**src/rtl/led_time_share.sv**
```systemverilog
// rtl/led_time_share.sv - round-robin time sharing of one blink LED, held off until PLL lock settles
module led_time_share #(
  parameter int NUM_REQ           = 4,
  parameter int TICK_DIV          = 16000,
  parameter int SLICE_TICKS       = 2000,
  parameter int LOCK_SETTLE_TICKS = 10,
  parameter int HP_W              = 16
) (
  input  logic                    clk,
  input  logic                    reset,
  input  logic                    pll_locked,
  input  logic [NUM_REQ-1:0]      req,
  input  logic [NUM_REQ*HP_W-1:0] half_period,
  output logic [NUM_REQ-1:0]      grant,
  output logic                    led,
  output logic                    ready
);

  localparam int PW = $clog2(TICK_DIV);
  localparam int SW = $clog2(SLICE_TICKS + 1);
  localparam int LW = $clog2(LOCK_SETTLE_TICKS + 1);
  localparam int IW = $clog2(NUM_REQ);

  localparam logic [PW-1:0] PRESC_LAST  = PW'(TICK_DIV - 1);
  localparam logic [SW-1:0] SLICE_LAST  = SW'(SLICE_TICKS - 1);
  localparam logic [LW-1:0] SETTLE_LAST = LW'(LOCK_SETTLE_TICKS - 1);
  localparam logic [IW-1:0] RR_INIT     = IW'(NUM_REQ - 1);

  typedef enum logic [1:0] {
    WAIT_LOCK,
    IDLE,
    SERVE
  } state_t;

  state_t              state_q, state_d;
  logic [NUM_REQ-1:0]  grant_q, grant_d;
  logic                led_q, led_d;
  logic                ready_q, ready_d;
  logic [PW-1:0]       presc_q, presc_d;
  logic [LW-1:0]       settle_q, settle_d;
  logic [SW-1:0]       slice_q, slice_d;
  logic [HP_W-1:0]     phase_q, phase_d;
  logic [IW-1:0]       rr_q, rr_d;

  logic                tick;
  logic                arb_any;
  logic [IW-1:0]       arb_idx;
  logic [NUM_REQ-1:0]  arb_onehot;
  logic [HP_W-1:0]     hp_raw;
  logic [HP_W-1:0]     hp_eff;
  logic [HP_W:0]       phase_inc;
  logic                phase_hit;
  logic                slice_end;

  assign tick = (presc_q == PRESC_LAST);

  // Walk downward so the lowest offset from rr+1 is the last, and winning, assignment.
  always_comb begin
    int idx;
    idx     = 0;
    arb_any = 1'b0;
    arb_idx = '0;
    for (int k = NUM_REQ; k >= 1; k--) begin
      idx = (int'(rr_q) + k) % NUM_REQ;
      if (req[IW'(idx)]) begin
        arb_any = 1'b1;
        arb_idx = IW'(idx);
      end
    end
  end

  assign arb_onehot = {{(NUM_REQ-1){1'b0}}, 1'b1} << arb_idx;

  assign hp_raw    = half_period[rr_q*HP_W +: HP_W];
  assign hp_eff    = (hp_raw == '0) ? {{(HP_W-1){1'b0}}, 1'b1} : hp_raw;
  assign phase_inc = {1'b0, phase_q} + {{HP_W{1'b0}}, 1'b1};
  assign phase_hit = (phase_inc >= {1'b0, hp_eff});

  always_comb begin
    state_d   = state_q;
    grant_d   = grant_q;
    led_d     = led_q;
    ready_d   = ready_q;
    settle_d  = settle_q;
    slice_d   = slice_q;
    phase_d   = phase_q;
    rr_d      = rr_q;
    slice_end = 1'b0;
    presc_d   = tick ? '0 : presc_q + PW'(1);

    if (!pll_locked) begin
      state_d  = WAIT_LOCK;
      grant_d  = '0;
      led_d    = 1'b0;
      ready_d  = 1'b0;
      settle_d = '0;
      slice_d  = '0;
      phase_d  = '0;
    end else begin
      case (state_q)
        WAIT_LOCK: begin
          grant_d = '0;
          led_d   = 1'b0;
          ready_d = 1'b0;
          if (tick) begin
            settle_d = settle_q + LW'(1);
            if (settle_q == SETTLE_LAST) begin
              ready_d = 1'b1;
              state_d = IDLE;
            end
          end
        end

        IDLE: begin
          if (arb_any) begin
            grant_d = arb_onehot;
            rr_d    = arb_idx;
            led_d   = 1'b1;
            slice_d = '0;
            phase_d = '0;
            state_d = SERVE;
          end
        end

        SERVE: begin
          slice_end = !req[rr_q] || (tick && (slice_q == SLICE_LAST));
          if (tick) begin
            slice_d = slice_q + SW'(1);
            if (phase_hit) begin
              phase_d = '0;
              led_d   = ~led_q;
            end else begin
              phase_d = phase_inc[HP_W-1:0];
            end
          end
          // A sole requester keeps its blink phase; only the slice restarts.
          if (slice_end) begin
            if (!arb_any) begin
              state_d = IDLE;
              grant_d = '0;
              led_d   = 1'b0;
              slice_d = '0;
              phase_d = '0;
            end else if (arb_idx != rr_q) begin
              grant_d = arb_onehot;
              rr_d    = arb_idx;
              led_d   = 1'b1;
              slice_d = '0;
              phase_d = '0;
            end else begin
              slice_d = '0;
            end
          end
        end

        default: begin
          state_d = WAIT_LOCK;
          grant_d = '0;
          led_d   = 1'b0;
          ready_d = 1'b0;
        end
      endcase
    end
  end

  always_ff @(posedge clk or posedge reset) begin
    if (reset) begin
      state_q  <= WAIT_LOCK;
      grant_q  <= '0;
      led_q    <= 1'b0;
      ready_q  <= 1'b0;
      presc_q  <= '0;
      settle_q <= '0;
      slice_q  <= '0;
      phase_q  <= '0;
      rr_q     <= RR_INIT;
    end else begin
      state_q  <= state_d;
      grant_q  <= grant_d;
      led_q    <= led_d;
      ready_q  <= ready_d;
      presc_q  <= presc_d;
      settle_q <= settle_d;
      slice_q  <= slice_d;
      phase_q  <= phase_d;
      rr_q     <= rr_d;
    end
  end

  assign grant = grant_q;
  assign led   = led_q;
  assign ready = ready_q;

endmodule

```
**config.mk**
```make
export PLATFORM = sky130hd
export DESIGN_NAME = led_time_share
export DESIGN_NICKNAME = d
export VERILOG_FILES = /design/src/rtl/led_time_share.sv
export SDC_FILE = /design/constraint.sdc
export NUM_CORES = 1
export LEC_CHECK = 0
export ABC_AREA = 0
export ABC_CLOCK_PERIOD_IN_PS = 5700
export CAP_MARGIN = 10
export CORE_UTILIZATION = 45
export DETAILED_ROUTE_END_ITERATION = 12
export PLACE_DENSITY_LB_ADDON = 0.08
export SYNTH_ARGS = -nofsm -noshare
export SYNTH_HDL_FRONTEND = slang
export SYNTH_SLANG_ARGS = --single-unit
```
**constraint.sdc**
```tcl
create_clock -name clk -period 5.7 [get_ports clk]
set_clock_uncertainty 0.15 [all_clocks]
set_input_delay 1.425 -clock clk [delete_from_list [all_inputs] [get_ports clk]]
set_output_delay 1.425 -clock clk [all_outputs]
set_load 0.02 [all_outputs]
```
==> out/qor.yml <==
critical_path:
  cp-end-kind: "register"
  reg2reg_depth: 12
  setup.worst_path.class: "in2reg"
  r2r-start: "rr_q[0]"
  worstPathRequired_ns: 5.78
  ff2ff_setup_slack_ns: 1.25
  r2r-end: "phase_q[14]"
  crit_path_start_kind: "input pin"
  path_max_fanout: 7
  crit_arrival_ns: 4.95
detailed_routing:
  detail_route.wl_per_cell_um: 16.0
  vias_per_cell: 5.67
  drt_first_pass_iters: 4
  drt_iter0_markers: 143
  wl_mm: 9.86
  drtAntennaViolNets: 0
  vias: 3493
  post-route-drc-count: 0
sta:
  fmax_mhz: 205
  finalSetupViolCount: 0
  finalMaxSlewViolations: 0
  layout_min_cycle_time_ns: 4.87
  worstMarginPinSlew_ns: 0.806
  grt_setup_unrepaired: "false"
  timing.hold.ws_ns: 0.341
  fin_setup_tns_ns: 0
  post-route-period-util_pct: 85.5
  maxSlewHeadroom_pct: 46.3
  finalHoldViolations: 0
clock_network:
  postCtsSetupRepairBufs: 0
  clockBufferDepth: 2
  cts.sinks: 55
  cts_resized: 0
  ctsHoldBuffers: 0
  numCtsBuffers: 5
  clkLatencyLatePin_ns: 0.31
  cts-root-buf: "clkbuf_8"
  clk_pin_slew_ns: 0.10
  tritoncts: "done"
  htreeDepth: 2
global_route:
  grt_first_pass_wirelength_mm: 16.7
  grt_usage_pct: 21.5
  grt_max_degree: 56
  antenna_found_initial: 0
  globalRouteOverflowTotal: 0
  grt_pass1_vias: 3510
cells_and_area:
  drive_above_1_share_pct: 8.46
  antenna_cells: 0
  area_delta_synth_final_pct: 22.2
  nNetsFinal: 603
die:
  die_area_um2: 9510
  initial_core_util_pct: 46.8
  die_y_um: 97.5
  io_pins: 77
  die_w_um: 97.5
  core_um2: 8760
  rows: 34
synthesis:
  yosysWarnings: 0
  synth_most_common_cell: "dfrtp_1"
  synth_cell_types: 59
  syn_nets: 538
  synthTopCellsByCount: "53 x dfrtp_1, 43 x nand2_1, 30 x nor2_1"
  yosys_register_bits: 55
  synth_top_area_share_pct: 32.3
  synth_seq_area_share_pct: 33.6
  ys_async_sr_fraction_pct: 100
  synth_area_um2: 4100
  synth_area_leader_cell: "dfrtp_1"
  synth_edf_count: 0
  syn_area_per_cell_um2: 9.28
  synth_ff_type: "dfrtp_1"
  synthCells: 442
  synthTopCellsByArea: "dfrtp_1 32%, mux4_2 9.3%, ha_1 7.6%"
placed_design:
  place_hpwl_mm: 7.61
  portBuffers: 76
  place.gp.congestion: 0.797
worst_hold_path:
  hold_depth: 1
  min_to: "presc_q[6]"
  hp-class: "reg2reg"
  worstHoldStart: "presc_q[6]"
status:
  status: "completed"
power_and_ir_drop:
  peakVddDrop_v: 0.0000888
  p_leak_nw: 2.06
  p_per_area_nw_per_um2: 140
job:
  maxCapViolations: 0
-- sequential cells by signal, summed over array words and instances (netlist names) --
signal,flops
led,1
ready,1
rr_q,2
grant,4
state_q,2
slice_q,11
settle_q,4
presc_q,14
phase_q,16
-- logic make-up after synthesis --
group / after synthesis / synth area share, %
flops: 55 / 33.6
compound gates: 79 / 13.3
fa+ha+maj: 25 / 7.62
simple gates: 184 / 23.9
mux: 22 / 10.6
xor+xnor: 30 / 6.40
buf+inv: 47 / 4.51
-- where the power goes --
group	internal (mW)	switching (mW)	total, mW	leakage, nW
Clock	0.0864	0.130	0.217	0.0412
Sequential	0.390	0	0.390	0.747
Combinational	0.0581	0.0353	0.0934	1.28
-- how the worst max path moves through the flow --
stage | start | to | slack, ns | cells past startpoint
after floorplan | half_period[56] | phase_q[6] | 1.26 | 13
after global placement | half_period[56] | phase_q[6] | 0.66 | 14
after detailed placement | half_period[63] | phase_q[14] | 0.52 | 13
after CTS | half_period[63] | phase_q[14] | 0.84 | 13
after global routing | half_period[40] | phase_q[8] | 0.58 | 14
final | half_period[40] | phase_q[14] | 0.83 | 13
-- area by class of cell --
type                            instances  area (µm²)
Fill cell                             816        3750
Timing Repair Buffer                   78         776
Sequential cell                        55        1380
Clock inverter                          2        12.5
Clock buffer                            6        72.6
Multi-Input combinational cell        340        2540
Inverter                               27         101
Tap cell                              108         135
-- metal layers --
metal	track usage (%)	vias up	wire (µm)	part of all wire [%]
met2	36.2	39	4880	50
li1	-	1753	-	-
met5	0	-	0	0
met3	2.81	13	200	2.0
met4	4.86	0	140	1.4
met1	29.5	1688	4640	47
-- through the flow --
stage               power [mW]  area (µm²)  worst slack (ns)  instances  utilization (%)
CTS                      0.708        5020             0.838        616             57.2
floorplan                0.433        4100              1.26        442                -
global placement         0.489        4930             0.659        608             56.3
detailed placement       0.492        4930             0.518        608             56.3
finish                   0.700        5020             0.829        616             57.2
global route             0.733        5020             0.578        616             57.2
-- critical path, stage by stage --
cell	delay, ns
clkdlybuf4s50_1	0.40
mux4_2	0.47
inv_1	0.11
nand4_1	0.10
nor4_1	0.35
a31o_2	0.20
ha_1	0.21
nand2b_1	0.13
a41o_1	0.23
a211oi_1	0.24
o21ai_1	0.22
or4_4	0.62
o31ai_2	0.22
-- layout by cell type, fill, tap and decap left out, types with 3 or more instances in the layout --
master,count
nand4_1,13
o21ai_0,23
a21oi_1,18
mux2_2,3
inv_1,26
nor2b_1,6
xor2_1,10
clkbuf_8,5
or3_1,4
nand2_1,43
a32o_1,6
and2_1,10
o31ai_1,4
o21ai_1,3
and4_1,8
nor4_1,7
nor2_1,30
nand2b_1,5
nor3_1,9
and3_1,7
clkdlybuf4s50_1,76
ha_1,25
nand3_1,26
mux4_2,17
nand3b_1,4
xnor2_1,20
dfrtp_1,53
nand4b_1,3
No activity file was read; power rests on OpenSTA's default activity.
